<file path="config.mk">
export PLATFORM = sky130hd
export DESIGN_NAME = ha_array_accumulator
export DESIGN_NICKNAME = d
export VERILOG_FILES = /design/src/rtl/ha_array_pkg.sv /design/src/rtl/ha_row_value.sv /design/src/rtl/ha_array_accumulator.sv
export SDC_FILE = /design/constraint.sdc
export NUM_CORES = 1
export LEC_CHECK = 0
export CAP_MARGIN = 30
export CORE_UTILIZATION = 53
export DETAILED_ROUTE_END_ITERATION = 7
export PLACE_DENSITY = 0.8
export SYNTH_ARGS = -nofsm -noshare
export SYNTH_HDL_FRONTEND = slang
export SYNTH_SLANG_ARGS = --single-unit
</file>
<file path="constraint.sdc">
create_clock -name clk -period 5.4 [get_ports clk]
set_input_delay 1.08 -clock clk [delete_from_list [all_inputs] [get_ports clk]]
set_output_delay 1.08 -clock clk [all_outputs]
set_load 0.01 [all_outputs]
</file>
<file path="src/rtl/ha_array_pkg.sv">
// Shared constants and types for the half-adder-array partial-product consumer.
// Rows are compressed (b, t) pairs whose value is t + (b << B_OFFSET).
package ha_array_pkg;

   localparam int unsigned NUM_ROWS  = 4;
   localparam int unsigned B_W       = 7;
   localparam int unsigned T_W       = 9;
   localparam int unsigned B_OFFSET  = 2;
   localparam int unsigned ROW_SHIFT = 2;
   localparam int unsigned OUT_W     = 16;
   localparam int unsigned ACC_W     = OUT_W + 1;
   // 511 + (127 << 2) = 1019 fits in T_W + 1 bits.
   localparam int unsigned RV_W      = T_W + 1;
   localparam int unsigned CNT_W     = $clog2(NUM_ROWS);

   typedef enum logic [1:0] {
      IDLE,
      ACC,
      DONE
   } state_t;

   typedef struct packed {
      logic [B_W-1:0] b;
      logic [T_W-1:0] t;
   } row_t;

   function automatic logic [ACC_W-1:0] row_contrib(input logic [RV_W-1:0]  rv,
                                                    input logic [CNT_W-1:0] idx);
      return ACC_W'(rv) << (ROW_SHIFT * idx);
   endfunction

endpackage

</file>
<file path="src/rtl/ha_row_value.sv">
// Collapses one compressed row into its unsigned value: rv = t + (b << B_OFFSET).
module ha_row_value
   import ha_array_pkg::*;
(
   input  logic [B_W-1:0]  b,
   input  logic [T_W-1:0]  t,
   output logic [RV_W-1:0] rv
);

   assign rv = RV_W'(t) + (RV_W'(b) << B_OFFSET);

endmodule

</file>
<file path="src/rtl/ha_array_accumulator.sv">
// Serially reduces four captured ha_array rows (one per cycle) into a 16-bit product
// plus overflow, with valid/ready handshakes on the row and product sides.
module ha_array_accumulator
   import ha_array_pkg::*;
(
   input  logic           clk,
   input  logic           rst,
   input  logic           in_valid,
   output logic           in_ready,
   input  logic [B_W-1:0] ha_array_0_b,
   input  logic [B_W-1:0] ha_array_1_b,
   input  logic [B_W-1:0] ha_array_2_b,
   input  logic [B_W-1:0] ha_array_3_b,
   input  logic [T_W-1:0] ha_array_0_t,
   input  logic [T_W-1:0] ha_array_1_t,
   input  logic [T_W-1:0] ha_array_2_t,
   input  logic [T_W-1:0] ha_array_3_t,
   output logic           out_valid,
   input  logic           out_ready,
   output logic [OUT_W-1:0] product,
   output logic           overflow
);

   localparam logic [CNT_W-1:0] LAST_ROW = CNT_W'(NUM_ROWS - 1);

   state_t             state_q;
   logic [ACC_W-1:0]   acc_q;
   logic [CNT_W-1:0]   row_cnt_q;
   logic               out_valid_q;
   row_t               rows_q [NUM_ROWS];
   row_t               in_rows [NUM_ROWS];
   row_t               sel_row;
   logic [RV_W-1:0]    sel_rv;
   logic [ACC_W-1:0]   contrib;

   always_comb begin
      in_rows[0] = '{b: ha_array_0_b, t: ha_array_0_t};
      in_rows[1] = '{b: ha_array_1_b, t: ha_array_1_t};
      in_rows[2] = '{b: ha_array_2_b, t: ha_array_2_t};
      in_rows[3] = '{b: ha_array_3_b, t: ha_array_3_t};
   end

   // A single row-value unit is shared across cycles via the row counter mux.
   assign sel_row = rows_q[row_cnt_q];

   ha_row_value u_row_value (
      .b  (sel_row.b),
      .t  (sel_row.t),
      .rv (sel_rv)
   );

   assign contrib = row_contrib(sel_rv, row_cnt_q);

   always_ff @(posedge clk or posedge rst) begin
      if (rst) begin
         state_q     <= IDLE;
         acc_q       <= '0;
         row_cnt_q   <= '0;
         out_valid_q <= 1'b0;
         rows_q      <= '{default: '0};
      end else begin
         unique case (state_q)
            IDLE: begin
               if (in_valid && in_ready) begin
                  rows_q    <= in_rows;
                  acc_q     <= '0;
                  row_cnt_q <= '0;
                  state_q   <= ACC;
               end
            end
            ACC: begin
               acc_q     <= acc_q + contrib;
               row_cnt_q <= row_cnt_q + 1'b1;
               if (row_cnt_q == LAST_ROW) begin
                  state_q     <= DONE;
                  out_valid_q <= 1'b1;
               end
            end
            DONE: begin
               if (out_ready) begin
                  state_q     <= IDLE;
                  out_valid_q <= 1'b0;
               end
            end
            default: begin
               state_q     <= IDLE;
               out_valid_q <= 1'b0;
            end
         endcase
      end
   end

   assign in_ready  = (state_q == IDLE);
   assign out_valid = out_valid_q;
   // acc is frozen in DONE, so the product is stable for the whole hold period.
   assign product   = acc_q[OUT_W-1:0];
   assign overflow  = acc_q[OUT_W];

endmodule

</file>
==> summary.txt <==
Floorplan
  • CORE AREA: 9196 um^2
  • Site Rows: 35
  • Die ar.: 9797 um^2
  • Die span in y: 98.98 um
  • Die width: 98.98 um
  • Initial core utilization: 0.5420
  • I/O Pins: 87

Timing
  • Fin crit share: 0.8335
  • Unrepaired setup endpoints after global routing: no
  • Clock Skew: 13.57 ps
  • Final Hold Viols: 0
  • Final Critical Period: 4501 ps
  • Tightest Pin Transition: 769.8 ps
  • Final setup fails: 0
  • Max_slew headroom: 0.4868
  • Slew Limit Fails: 0
  • Min Hold Slack: 479.5 ps
  • Fmax: 222.2 MHz
  • Setup total negative slack: 0 ps

Cells and area
  • Layout cells sized above 1: 0.07066
  • Nets: 740
  • Register area: 2152 um^2
  • Multi-input logic area: 2680 um^2
  • Fillers: 750
  • Ant. Diodes: 0
  • Synth-to-layout area growth: 23.39%
  • Final instance area: 6151 um^2

Synthesis
  • Most common cell in the netlist: nand2_1
  • Main synth FF type: dfrtp_1
  • Commonest cells post-synth: nand2_1, dfrtp_1, ha_1
  • Post-synth EDFFs: 0
  • Post-synthesis sequential area ratio: 0.4317
  • Largest area contributor in the netlist: dfrtp_1
  • Async set-reset flop share out of synthesis: 1.000
  • Syn nets: 663
  • Count of unique library cells instantiated by Yosys: 50
  • Synthesized instance count: 569
  • Syn Area/Cell: 8.761 um^2
  • Total of flip-flops plus latches after synthesis: 86
  • Post-Syn Area: 4985 um^2
  • Yosys Warn Count: 0
  • Post-synth top area share: 0.4317
  • Largest cells by area after synthesis: dfrtp_1, nand2_1, mux4_2

Clock tree
  • CTS root buf: clkbuf_8
  • Worst-path clk slew: 90 ps
  • CTS Buf Count: 9
  • Cts repair resizes: 0
  • Clock Path Buffers: 2
  • CTS tree: yes
  • Depth of the CTS H-tree: 3
  • CTS Hold Buffers Added: 0
  • Worst-skew pair later-pin latency: 360 ps
  • Setup Fix Bufs, Post-CTS: 0
  • # clock sinks: 86

Flow run
  • Max-cap violations: 0

Worst setup path
  • R2R setup slack: 900 ps
  • R2r startpoint: row_cnt_q[0]
  • Critical path peak fanout: 12
  • WS Path Type: reg -> reg
  • Critical Path RT: 5690 ps
  • Critical path arrival: 4790 ps
  • R2R depth: 15
  • CP Capture Type: register
  • Reg2reg end: acc_q[16]
  • Worst Setup SP: row_cnt_q[0]
  • End of the critical path: acc_q[16]
  • Critical path launch point type: register

Outcome
  • Outcome: finished, final reports clean

Drt
  • Post-DRT Antenna Nets: 0
  • Iter 0 DRT Violations: 246
  • DRC errors left: 0
  • Avg Vias per Cell: 5.757
  • Routed WL: 12170 um
  • DR WL/cell: 15.98 um
  • DRT Pass-1 Iters: 5
  • Routed vias: 4387

Placement
  • Dpl hpwl: 8895 um
  • Port Buffers: 86
  • Cell Area, Placed: 5927 um^2
  • Final GP Congestion: 0.8816

Min path
  • Min-Delay Path Class: reg -> reg

Global routing
  • Pin count of the biggest net entering global routing: 77
  • First-pass GRT wire length: 20200 um
  • Initial antenna violation count: 0
  • GRT Total Usage: 0.2623
  • Vias in the first global route: 4246
  • GRT overflow: 0
sequential cells by signal (all words and copies together), names as in the netlist:
signal	flops
state_q	2
row_cnt_q	2
acc_q	17
out_valid	1
rows_q	64
cells by family after synthesis:
group,Yosys count,synth area share
flops,86,0.4317
mux,26,0.08735
buf+inv,37,0.03138
simple gates,291,0.2415
fa+ha+maj,26,0.06827
xor+xnor,7,0.01230
compound gates,96,0.1275
cell usage in the layout (no fill, tap or decap), types with 9 or more instances in the layout:
| cell | instances |
|---|---|
| o21ai_0 | 18 |
| mux4_2 | 14 |
| buf_4 | 9 |
| nand2_1 | 219 |
| nor2_1 | 17 |
| clkbuf_8 | 9 |
| clkdlybuf4s50_1 | 86 |
| nor3_1 | 10 |
| dfrtp_1 | 86 |
| nand3_1 | 16 |
| ha_1 | 24 |
| mux2i_1 | 12 |
| a21oi_1 | 17 |
final cells by class:
cell class / instances / share of cell area
timing repair buffer: 96 / 0.1542
clock inverter: 7 / 0.01302
sequential: 86 / 0.3499
inverter: 7 / 0.004475
clock buffer: 9 / 0.02014
tap: 111 / 0.02258
multi-input combinational: 446 / 0.4357
worst max-delay path, stage by stage (launching register included):
cell       delay, ps
dfrtp_1          440
buf_4            260
mux4_2           330
ha_1             260
fa_1             440
a211oi_1         300
o21bai_1         180
or4_1            420
nand3_1          130
o22ai_1          100
ha_1             380
o21ai_1          110
a2111oi_0        420
a22oi_1          190
o22ai_1          260
mux2i_1          200
worst min-delay path by stage:
stage | startpoint | to | cells after the start
2_1_floorplan | rows_q[1] | rows_q[1] | 2
3_3_place_gp | rows_q[1] | rows_q[1] | 2
3_5_place_dp | rows_q[23] | rows_q[23] | 2
4_1_cts | rows_q[23] | rows_q[23] | 2
5_1_grt | rows_q[23] | rows_q[23] | 2
6_report | rows_q[23] | rows_q[23] | 2
per-stage QoR:
| stage | setup WS (ps) | utilization | std cells |
|---|---|---|---|
| floorplan | 1058 | - | 569 |
| global placement | 1073 | 0.6445 | 745 |
| detailed placement | 940.9 | 0.6445 | 745 |
| CTS | 936.0 | 0.6667 | 761 |
| global route | 627.7 | 0.6688 | 762 |
| finish | 898.9 | 0.6688 | 762 |
per-layer routing:
layer  routed length (um)  GRT usage  up-vias
li1                     -          -     2116
met3                  500    0.04184       18
met4                  235    0.08496        0
met1                 5247     0.3344     2119
met2                 6189     0.4572      134
met5                    0          0        -
Power is left out: the tool's default activity adds up to more than one toggle a clock period on the data nets, which glitch-free logic cannot reach.
